<file path="src/rtl/spi_master_rw.sv">
// SPI master: accepts one command word per frame and runs write or read frames
// in any CPOL/CPHA mode with a programmable SCLK divider and several chip selects.
module spi_master_rw #(
    parameter int CMD_WIDTH  = 12,
    parameter int READ_WIDTH = 8,
    parameter int CLK_DIV    = 2,
    parameter int CPOL       = 0,
    parameter int CPHA       = 0,
    parameter int NUM_CS     = 1
) (
    input  logic                          clk,
    input  logic                          rst_n,
    input  logic [CMD_WIDTH-1:0]          cmd_in,
    input  logic [$clog2(NUM_CS):0]       cs_sel,
    input  logic                          cmd_vld,
    output logic                          cmd_rdy,
    output logic                          busy,
    output logic                          sclk,
    output logic [NUM_CS-1:0]             cs_n,
    output logic                          mosi,
    input  logic                          miso,
    output logic                          read_vld,
    output logic [READ_WIDTH-1:0]         read_data
);

    localparam int SEL_W  = $clog2(NUM_CS) + 1;
    localparam int EDGE_W = $clog2(2 * CMD_WIDTH) + 1;
    localparam int DIV_W  = $clog2(CLK_DIV) + 1;

    localparam logic [DIV_W-1:0]  DIV_LAST  = DIV_W'(CLK_DIV - 1);
    localparam logic [EDGE_W-1:0] EDGE_LAST = EDGE_W'(2 * CMD_WIDTH - 1);
    localparam logic              SCLK_IDLE = (CPOL != 0);
    localparam logic              PHA       = (CPHA != 0);

    typedef enum logic [2:0] {
        IDLE,
        LEAD,
        SHIFT,
        TRAIL,
        GAP
    } state_t;

    state_t                  state;
    logic [DIV_W-1:0]        div_cnt;
    logic [EDGE_W-1:0]       edge_cnt;
    logic [CMD_WIDTH-1:0]    shreg;
    logic [READ_WIDTH-1:0]   capture;
    logic                    is_read;
    logic [NUM_CS-1:0]       cs_decode;
    logic [CMD_WIDTH-1:0]    load_word;
    logic                    div_done;
    logic                    sample_edge;

    // Read frames send only the header; the data phase drives zeros on mosi.
    assign load_word = cmd_in[CMD_WIDTH-1] ? cmd_in
                     : {cmd_in[CMD_WIDTH-1:READ_WIDTH], {READ_WIDTH{1'b0}}};

    assign div_done    = (div_cnt == DIV_LAST);
    // Even edge_cnt means the next toggle is a leading edge.
    assign sample_edge = (edge_cnt[0] == PHA);

    // An out-of-range select leaves every chip select deasserted.
    always_comb begin
        cs_decode = '1;
        for (int i = 0; i < NUM_CS; i++) begin
            if (cs_sel == SEL_W'(i)) begin
                cs_decode[i] = 1'b0;
            end
        end
    end

    always_ff @(posedge clk or negedge rst_n) begin
        if (!rst_n) begin
            state     <= IDLE;
            div_cnt   <= '0;
            edge_cnt  <= '0;
            shreg     <= '0;
            capture   <= '0;
            is_read   <= 1'b0;
            sclk      <= SCLK_IDLE;
            cs_n      <= '1;
            mosi      <= 1'b0;
            cmd_rdy   <= 1'b1;
            busy      <= 1'b0;
            read_vld  <= 1'b0;
            read_data <= '0;
        end else begin
            read_vld <= 1'b0;
            case (state)
                IDLE: begin
                    if (cmd_vld && cmd_rdy) begin
                        state    <= LEAD;
                        cmd_rdy  <= 1'b0;
                        busy     <= 1'b1;
                        div_cnt  <= '0;
                        edge_cnt <= '0;
                        cs_n     <= cs_decode;
                        is_read  <= ~cmd_in[CMD_WIDTH-1];
                        // With CPHA=0 the first bit must be valid before the first edge.
                        if (!PHA) begin
                            mosi  <= load_word[CMD_WIDTH-1];
                            shreg <= load_word << 1;
                        end else begin
                            shreg <= load_word;
                        end
                    end
                end
                LEAD: begin
                    if (div_done) begin
                        div_cnt <= '0;
                        state   <= SHIFT;
                    end else begin
                        div_cnt <= div_cnt + 1'b1;
                    end
                end
                SHIFT: begin
                    if (div_done) begin
                        div_cnt  <= '0;
                        sclk     <= ~sclk;
                        edge_cnt <= edge_cnt + 1'b1;
                        if (sample_edge) begin
                            capture <= (capture << 1) | READ_WIDTH'(miso);
                        end else begin
                            mosi  <= shreg[CMD_WIDTH-1];
                            shreg <= shreg << 1;
                        end
                        if (edge_cnt == EDGE_LAST) begin
                            state <= TRAIL;
                        end
                    end else begin
                        div_cnt <= div_cnt + 1'b1;
                    end
                end
                TRAIL: begin
                    if (div_done) begin
                        div_cnt <= '0;
                        state   <= GAP;
                        cs_n    <= '1;
                        if (is_read) begin
                            read_vld  <= 1'b1;
                            read_data <= capture;
                        end
                    end else begin
                        div_cnt <= div_cnt + 1'b1;
                    end
                end
                GAP: begin
                    if (div_done) begin
                        div_cnt <= '0;
                        state   <= IDLE;
                        cmd_rdy <= 1'b1;
                        busy    <= 1'b0;
                    end else begin
                        div_cnt <= div_cnt + 1'b1;
                    end
                end
                default: begin
                    state <= IDLE;
                end
            endcase
        end
    end

endmodule

</file>
<file path="config.mk">
export PLATFORM = sky130hd
export DESIGN_NAME = spi_master_rw
export DESIGN_NICKNAME = d
export VERILOG_FILES = /design/src/rtl/spi_master_rw.sv
export SDC_FILE = /design/constraint.sdc
export NUM_CORES = 1
export LEC_CHECK = 0
export CAP_MARGIN = 5
export CORE_MARGIN = 2
export CORE_UTILIZATION = 50
export CTS_CLUSTER_DIAMETER = 40
export CTS_CLUSTER_SIZE = 10
export DETAILED_ROUTE_END_ITERATION = 16
export PLACE_DENSITY = 0.8
export RECOVER_POWER = 100
export SLEW_MARGIN = 20
export SYNTH_ARGS = -nofsm -noshare
export SYNTH_HDL_FRONTEND = slang
export SYNTH_SLANG_ARGS = --single-unit
</file>
<file path="constraint.sdc">
create_clock -name clk -period 3.4 [get_ports clk]
set_input_delay 0.34 -clock clk [delete_from_list [all_inputs] [get_ports clk]]
set_output_delay 0.34 -clock clk [all_outputs]
set_load 0.05 [all_outputs]
</file>
==> metrics.md, run 1 <==
| Metric | Value |
|---|---|
| Ys async rst share | 100.0% |
| Initial Utilization | about half |
| Post-Route WL | 3.801 mm |
| Synth top area cells | dfrtp_1 49%, mux2_4 12%, nand2_1 6.7% |
| Final Cell Area | 0.002449 mm2 |
| Peak supply drop | 187.9 uV |
| CTS H-tree depth | 2 |
| Synth warnings | 0 |
| Starting DRT DRC Count | 47 |
| Setup Skew | 0.009461 ns |
| EDFF count, synth | 0 |
| Layout fillers | 393 |
| Gr ovfl total | 0 |
| Pwr/cell area | 365.7 mW/mm2 |
| Nets | 235 |
| Cts hold-fix bufs | 0 |
| CTS Root Cell | clkbuf_8 |
| Count of input and output buffers | 30 |
| Placer congestion estimate | 0.8001 |
| Top cell type's share of synthesized area | 49.23% |
| Number of routed nets with antenna violations | 0 |
| Worst path required time | 3.58 ns |
| Post-CTS Setup Inserts | 0 |
| Dpl cell area | around 0.0025 mm2 |
| Synth-to-Final Area Change | 12.02% |
| TritonCTS clock tree | yes |
| Hold Crit Class | register to register |
| Final setup violation count | 0 |
| Pin count of the biggest net entering global routing | 46 |
| Worst Tran Pin Value | 2.320 ns |
| Final core utilization | 57.02% |
| Die area | a little under 0.005 mm2 |
| Status | finished with violations |
| #FFs+latches synth | 45 |
| Leading area contributor after synthesis | dfrtp_1 |
| Routed WL per cell | around 14 um |
| Max-Cap Viols | 1 |
| Die Ht | around 70 um |
| Final period util | 69.37% |
| Layout cells sized above 1 | 10.09% |
| Max Freq | 424.0 MHz |
| Vias per Instance | about 5.3 |
| Fin. Hold Viols | 0 |
| WS Path Type | register to register |
| Clk buf depth | 2 |
| Slew Limit Fails | 46 |
| CP endpoint kind | register |
| I/O Pins | 31 |
| Worst-skew pair later-pin latency | 0.30 ns |
| Resized cells post-CTS | 0 |
| Main synth FF type | dfrtp_1 |
| Unrepaired setup endpoints after global routing | false |
| Via count | 1442 |
| CP arrival | 2.53 ns |
| Pre-antenna DRT Iters | 4 |
| Sequential fraction of the synthesis area | 51.63% |
| Total core area | ~0.0043 mm2 |
| Unique masters post-synth | 39 |
| Post-DP HPWL | 2.664 mm |
| # DRC | 0 |
| Num Clock Sinks | 45 |
| Leakage | 1.192 nW |
| Vias in the first global route | 1423 |
| Mapped cell area | 0.002186 mm2 |
| Worst slew margin | -54.69% |
| N_diodes | 0 |
| Most frequent cells after synthesis | 43 x dfrtp_1, 39 x nand2_1, 17 x mux2_4 |
| Setup tns final | 0 ns |
| Site row count | 24 |
| Most frequent cell after synthesis | dfrtp_1 |
| Period minus WS final | about 2.4 ns |
| Total global-route track usage | ~17% |
| Crit start category | register |
| Crit path max fanout | 12 |
| TritonCTS buffer count | 5 |
| Violations in the final reports | capacitance limit, slew limit |
| Mapped Nets | just over 200 |
| Initial antenna violation count | 0 |
| Syn Inst Count | between 150 and 200 |
| Global-route wire length before repair | between 6 and 7 mm |
| Die Width | 70.12 um |
| Synth Area per Inst | roughly 12 um2 |
| Clock-pin slew on the worst setup and hold paths | approximately 0.080 ns |
==> cells in the final DEF (no fill, tap or decap), drive strengths merged <==
| cell | count |
|---|---|
| a21oi | 7 |
| a221oi | 1 |
| a31oi | 1 |
| and2b | 1 |
| and3 | 3 |
| clkbuf | 9 |
| clkdlybuf4s50 | 15 |
| clkinv | 2 |
| dfrtp | 43 |
| dfstp | 2 |
| dlygate4sd3 | 14 |
| ha | 1 |
| inv | 1 |
| mux2 | 27 |
| mux2i | 2 |
| nand2 | 39 |
| nand2b | 1 |
| nand3 | 15 |
| nand4 | 2 |
| nor2 | 12 |
| nor2b | 1 |
| nor3 | 4 |
| nor3b | 1 |
| nor4 | 1 |
| o211ai | 1 |
| o21ai | 5 |
| or3b | 1 |
| xnor2 | 4 |
| xor2 | 2 |
==> registers in the layout, indices dropped and copies added, names as in the netlist, 2 cells and up <==
signal / flops
capture: 8
div_cnt: 2
edge_cnt: 6
read_data: 8
shreg: 11
state: 3
==> final timing paths <==
path                        startpoint           to  slack, ns  cells after the start
min in group asynchronous        rst_n     shreg[6]       0.72                      1
setup / recovery              state[2]     shreg[9]       1.04                      4
max in group asynchronous        rst_n     state[1]       1.34                      1
hold reg to reg            edge_cnt[5]  edge_cnt[5]       0.48                      1
hold / removal             edge_cnt[5]  edge_cnt[5]       0.48                      1
setup reg to reg              state[2]     shreg[9]       1.04                      4
==> area by class of cell <==
type                            count  area, um2  area share (%)
Timing Repair Buffer               32      301.5           12.31
Clock buffer                        6      72.57           2.964
Multi-Input combinational cell    132      867.1           35.41
Sequential cell                    45       1129           46.09
Inverter                            1      3.754          0.1533
Clock inverter                      2      10.01          0.4088
Tap cell                           52      65.06           2.657
==> worst max-delay path, cell delays in order, from the launching register on <==
cell and delay [ns]:
dfrtp_1 0.51, nor3_1 0.30, nand3_1 0.36, a21oi_2 0.67, mux2_1 0.40
==> logic make-up (layout without fill, tap and decap cells) <==
logic type	count (synthesis)	in the layout	synth area share (%)
compound gates	15	15	4.466
xor+xnor	6	6	2.404
fa+ha+maj	1	1	0.5723
buf+inv	11	41	3.605
flops	45	45	51.63
mux	29	29	17.74
simple gates	81	81	19.58
==> where the power goes <==
group | switching [mW] | internal, mW | leakage [nW] | total, mW
sequential | 0.00339 | 0.540 | 0.569 | 0.543
combinational | 0.0162 | 0.0184 | 0.578 | 0.0346
clock | 0.175 | 0.143 | 0.0450 | 0.318
==> layer usage <==
layer | wire length [um] | vias up | track usage, %
met2 | 1746 | 34 | 26.46
met1 | 1822 | 707 | 23.33
met3 | 187 | 4 | 5.051
met5 | 0 | - | 0
met4 | 44 | 0 | 6.410
li1 | - | 697 | -
==> per-stage QoR <==
stage / total power, mW / setup slack [ns] / std cells / hold WS [ns]
floorplan: 0.5615 / 1.660 / 188 / 0.04441
global placement: 0.5930 / 0.9642 / 262 / 0.4593
detailed placement: 0.5934 / 0.9164 / 262 / 0.4685
CTS: 0.9071 / 0.9027 / 270 / 0.2294
global route: 0.9308 / 0.7811 / 270 / 0.4951
finish: 0.8956 / 1.041 / 270 / 0.4757
(Power assumes the default switching activity.)
==> run 2, diff against run 1 <==
Settings changed: CORE_UTILIZATION 50 to 49, PLACE_DENSITY 0.8 to 0.82.
Clock period 3.4 ns to 2.1 ns, I/O delays scaled along.
==> run 2 against run 1 <==
  * Combinational power grew 70%
  * Sequential cell count is the same
  * First-iteration DRC count grew to 2.6 times the previous value
  * Routed wire length grew 7.2%
  * Largest power group unchanged
  * Clock-buffer cell count is the same
  * Utilization grew 3.0 points
  * Critical path depth shrank 3
  * Setup slack lost 0.94 ns
  * Global-route usage grew 0.26 points
  * The run now ends clean
  * Non-clock buffer count grew 8
  * Clock power grew 100%
  * Hold slack gained 0.015 ns
==> metrics.md, run 2 (synthesized netlist as in run 1, its figures left out) <==
| Metric | Value |
|---|---|
| Status | finished, final reports clean |
| Placer congestion estimate | 0.7922 |
| Count of input and output buffers | 30 |
| Vias per Instance | 5.281 |
| Setup Skew | 0.005759 ns |
| Slew Limit Fails | 0 |
| Starting DRT DRC Count | 124 |
| Final setup violation count | 0 |
| I/O Pins | 31 |
| Non-Filler Instances | 278 |
| # DRC | 0 |
| Crit path max fanout | 6 |
| Bufs and invs on worst path | 1 |
| CP max-delay cell | dlygate4sd3_1 |
| Clock-pin slew on the worst setup and hold paths | 0.08 ns |
| Fin. Hold Viols | 0 |
| Worst R2R Path Depth | 4 |
| Crit start category | register |
| Setup tns final | 0 ns |
| Period minus WS final | 1.996 ns |
| Critical Path, Cell by Cell | dlygate4sd3_1 |
| TritonCTS clock tree | yes |
| Nets | 243 |
| Die Width | 70.79 um |
| TritonCTS buffer count | 5 |
| R2r endpoint | capture[5] |
| Post-Route WL | 4.073 mm |
| Layout cells sized above 1 | between 10% and 20% |
| Hold Crit Class | register to register |
| Post-DP HPWL | 2.819 mm |
| Max incr delay on CP | 0.89 ns |
| Total global-route track usage | about 18% |
| Worst slew margin | 27.54% |
| N_diodes | 0 |
| Critical Path Stages | 1 |
| Pre-antenna DRT Iters | 4 |
| CTS Root Cell | clkbuf_8 |
| Critical Path Source | cmd_rdy |
| Routed WL per cell | 14.65 um |
| Worst Tran Pin Value | 1.087 ns |
| Flop2flop setup slack | 0.18 ns |
| Unrepaired setup endpoints after global routing | false |
| Post-CTS Setup Inserts | 0 |
| Critical path's top delay family | buffers and inverters |
| Largest Register | shreg |
| Top Registers | shreg (11), capture (8), read_data (8) |
| Pwr/cell area | approximately 610 mW/mm2 |
| Initial Utilization | about half |
| R2r startpoint | state[2] |
| Clk buf depth | 2 |
| Cell count after placement | 269 |
| WS Path Type | register to output port |
| Initial antenna violation count | 0 |
| Vias in the first global route | around 1400 |
| Max Freq | around 500 MHz |
| Worst-skew pair later-pin latency | 0.30 ns |
| CP arrival | 1.79 ns |
| Total core area | 0.004324 mm2 |
| Die Ht | 70.79 um |
| Worst path required time | 1.89 ns |
| Num Clock Sinks | 45 |
| Die area | 0.005011 mm2 |
| CP endpoint kind | output port |
| Setup crit end | cmd_rdy |
| Site row count | 24 |
| Via count | 1468 |
| Most frequent cells in the layout | 43 x dfrtp_1, 39 x nand2_1, 16 x mux2_1 |
| Pin count of the biggest net entering global routing | 46 |
| Final period util | 95.07% |
| Commonest non-fill, non-tap cell in the layout | dfrtp_1 |
| Largest register FFs | 11 |
| Synth-to-Final Area Change | 18.72% |
| Gr ovfl total | 0 |
| Peak supply drop | 333.0 uV |
| Max-Cap Viols | 0 |
| CTS H-tree depth | 2 |
| Number of routed nets with antenna violations | 0 |
| Global-route wire length before repair | just under 7 mm |
| Leakage | 1.257 nW |
==> run 2: how the worst min path moves through the flow <==
stage           startpoint           to  slack [ns]  depth (start not counted)
2_1_floorplan        rst_n         busy       -0.09                          0
4_1_cts        edge_cnt[5]  edge_cnt[5]        0.50                          1
3_5_place_dp         rst_n     shreg[7]        0.33                          2
5_1_grt               sclk         sclk        0.51                          1
3_3_place_gp         rst_n     shreg[7]        0.32                          2
6_report              sclk         sclk        0.49                          1
==> run 2: cell type report <==
type,instances,area [um2]
tap,52,65.06
clock inverter,2,35.03
clock buffer,6,72.57
multi-input combinational,132,914.6
timing repair buffer,40,375.4
inverter,1,3.754
fill,378,1729
sequential,45,1129
==> run 2: metal layers <==
layer  up-vias  track usage [%]  wire length [um]  part of all wire, %
met2        38            26.27              1938                   48
met4         0            6.499                88                  2.2
met1       709            24.39              1807                   44
met3         8            4.986               239                  5.9
li1        713                -                 -                    -
met5         -                0                 0                    0
==> run 2: repair_timing <==
item | 4_1_cts | 5_1_grt
hold buffers | 1 | 0
endpoints found under the hold margin | 6 | 0
resized for setup | 0 | 0
==> run 2: through the flow <==
step,utilization [%],setup slack [ns],power (mW),area [um2],hold slack [ns]
after floorplan,-,0.3598,0.9090,2186,-0.08559
after detailed placement,59.00,0.1061,0.9616,2551,0.3265
after global placement,59.00,0.1604,0.9611,2551,0.3235
final,60.01,0.1035,1.584,2595,0.4910
after global routing,60.01,0.08169,1.632,2595,0.5086
after CTS,61.72,0.1613,1.600,2669,0.5032
==> run 2: power breakdown <==
group          switching (mW)  internal, mW
Sequential            0.00566         0.874
Combinational          0.0269        0.0320
Clock                   0.293         0.353
==> edit: new RTL, config.mk and constraints of run 2 <==
Re-encode `state_t` (5 states) as one-hot, 5 bits wide.
--- a/src/rtl/spi_master_rw.sv
+++ b/src/rtl/spi_master_rw.sv
@@ -34,8 +34,8 @@
 
-    typedef enum logic [2:0] {
-        IDLE,
-        LEAD,
-        SHIFT,
-        TRAIL,
-        GAP
+    typedef enum logic [4:0] {
+        IDLE  = 5'b00001,
+        LEAD  = 5'b00010,
+        SHIFT = 5'b00100,
+        TRAIL = 5'b01000,
+        GAP   = 5'b10000
     } state_t;
Behaviour: same outputs for any inputs over 10 cycles, from zero or initial values and one cycle with rst_n low; not proved beyond that.
==> edit against run 2 <==
Die area grew 1.9%; routed wire length increased by 6.8%; non-clock buffer count increased by 1; design area grew 4.8%; synthesized area up 2.0%; core utilization increased by 2.4 points; sequential cell count is 2 higher; sequential share of layout area fell by 0.095 points; setup slack gained 0.037 ns; via count rose by 5.9%.
Power is not compared: it rests on default switching activity, and its combinational part moved more than twofold at a synthesized area within 25%.
==> edit: results (changes against run 2) <==
gr usage total 19.51% (+2.0 points); first-pass GRT wire length 7810 um (+14%); FF-to-FF Start state[3]; status finished clean; Final HPWL DP 3185 um (+13%); crit path DAT 1.75 ns (-0.04 ns); skew final 0.005896 ns (+0.0001369 ns); routed vias 1554 (+5.9%); Max FO, Critical Path 4 (-2); Synth Net Count 200 (-2.9%); Post-Syn Instances 182 (-3.2%); sequential fraction of the synthesis area 52.92% (+1.3 points); Post-Place Setup Slack 0.2034 ns (+0.09737 ns); Area after DPL 2620 um2 (+2.7%); gpl congestion 0.9005 (+14%); post-route setup slack 0.1409 ns (+0.03733 ns); initial drt markers 153 (+23%); commonest cells in the netlist dfrtp_1 (44), mux2_2 (23), nand2_1 (18); synth top area cells dfrtp_1 (49%), mux2_2 (12%), mux2_4 (4.0%); Unique masters post-synth 41 (+5.1%); reg-to-reg endpoint shreg[10]; drt wl/cell 15.81 um (+7.9%); largest net degree at the start of global routing 27 (-41%); met1 WL 1858 um (+2.8%); worst reg2reg path depth 6 (+2); Non-Filler Instances 275 (-1.1%); met2 routed WL 2262 um (+17%)
edit: cell families (layout without fill, tap and decap cells):
logic type | Yosys count | count (layout) | synth area share (%)
AOI/OAI and AO/OA | 27 | 27 | 9.035
xor gates and xnor gates | 3 | 3 | 1.179
adders and majority gates | 1 | 1 | 0.5611
buffers and inverters | 14 | 55 | 3.591
DFF | 47 | 47 | 52.92
muxes | 37 | 37 | 19.25
and+or+nand+nor | 53 | 53 | 13.47
edit: per-stage QoR:
step / utilization [%] / hold slack (ns)
2_1_floorplan: - / -0.08559
3_3_place_gp: 60.17 / 0.2151
3_5_place_dp: 60.17 / 0.2156
4_1_cts: 63.07 / 0.4204
5_1_grt: 62.44 / 0.4939
6_report: 62.44 / 0.4666
edit: routing by layer:
layer | up-vias | global-route usage, %
met5 | - | 0
met4 | 0 | 6.918
met3 | 5 | 4.360
met2 | 27 | 31.28
met1 | 785 | 26.28
li1 | 737 | -
edit: area by class of cell:
class | count | area (um2)
tap | 52 | 65.06
clock buffer | 5 | 68.82
timing repair buffer | 41 | 381.6
sequential | 47 | 1180
multi-input combinational | 121 | 953.4
clock inverter | 3 | 47.55
fill | 341 | 1635
inverter | 6 | 22.52
edit: power groups by stage:
stage | Combinational [W] | Clock, W | Sequential, W
after global placement | 0.000927 | 0 | 0.00131
after CTS | 0.000965 | 0.000698 | 0.00130
after detailed placement | 0.000961 | 0 | 0.00131
after floorplan | 0.000598 | 0 | 0.00138
after global routing | 0.00101 | 0.000738 | 0.00133
final | 0.000915 | 0.000678 | 0.00129
edit: timing repair:
| action | CTS | global route |
|---|---|---|
| endpoints found under the hold margin | 21 | 0 |
| hold buffers | 1 | 0 |
| resized for setup | 0 | 0 |
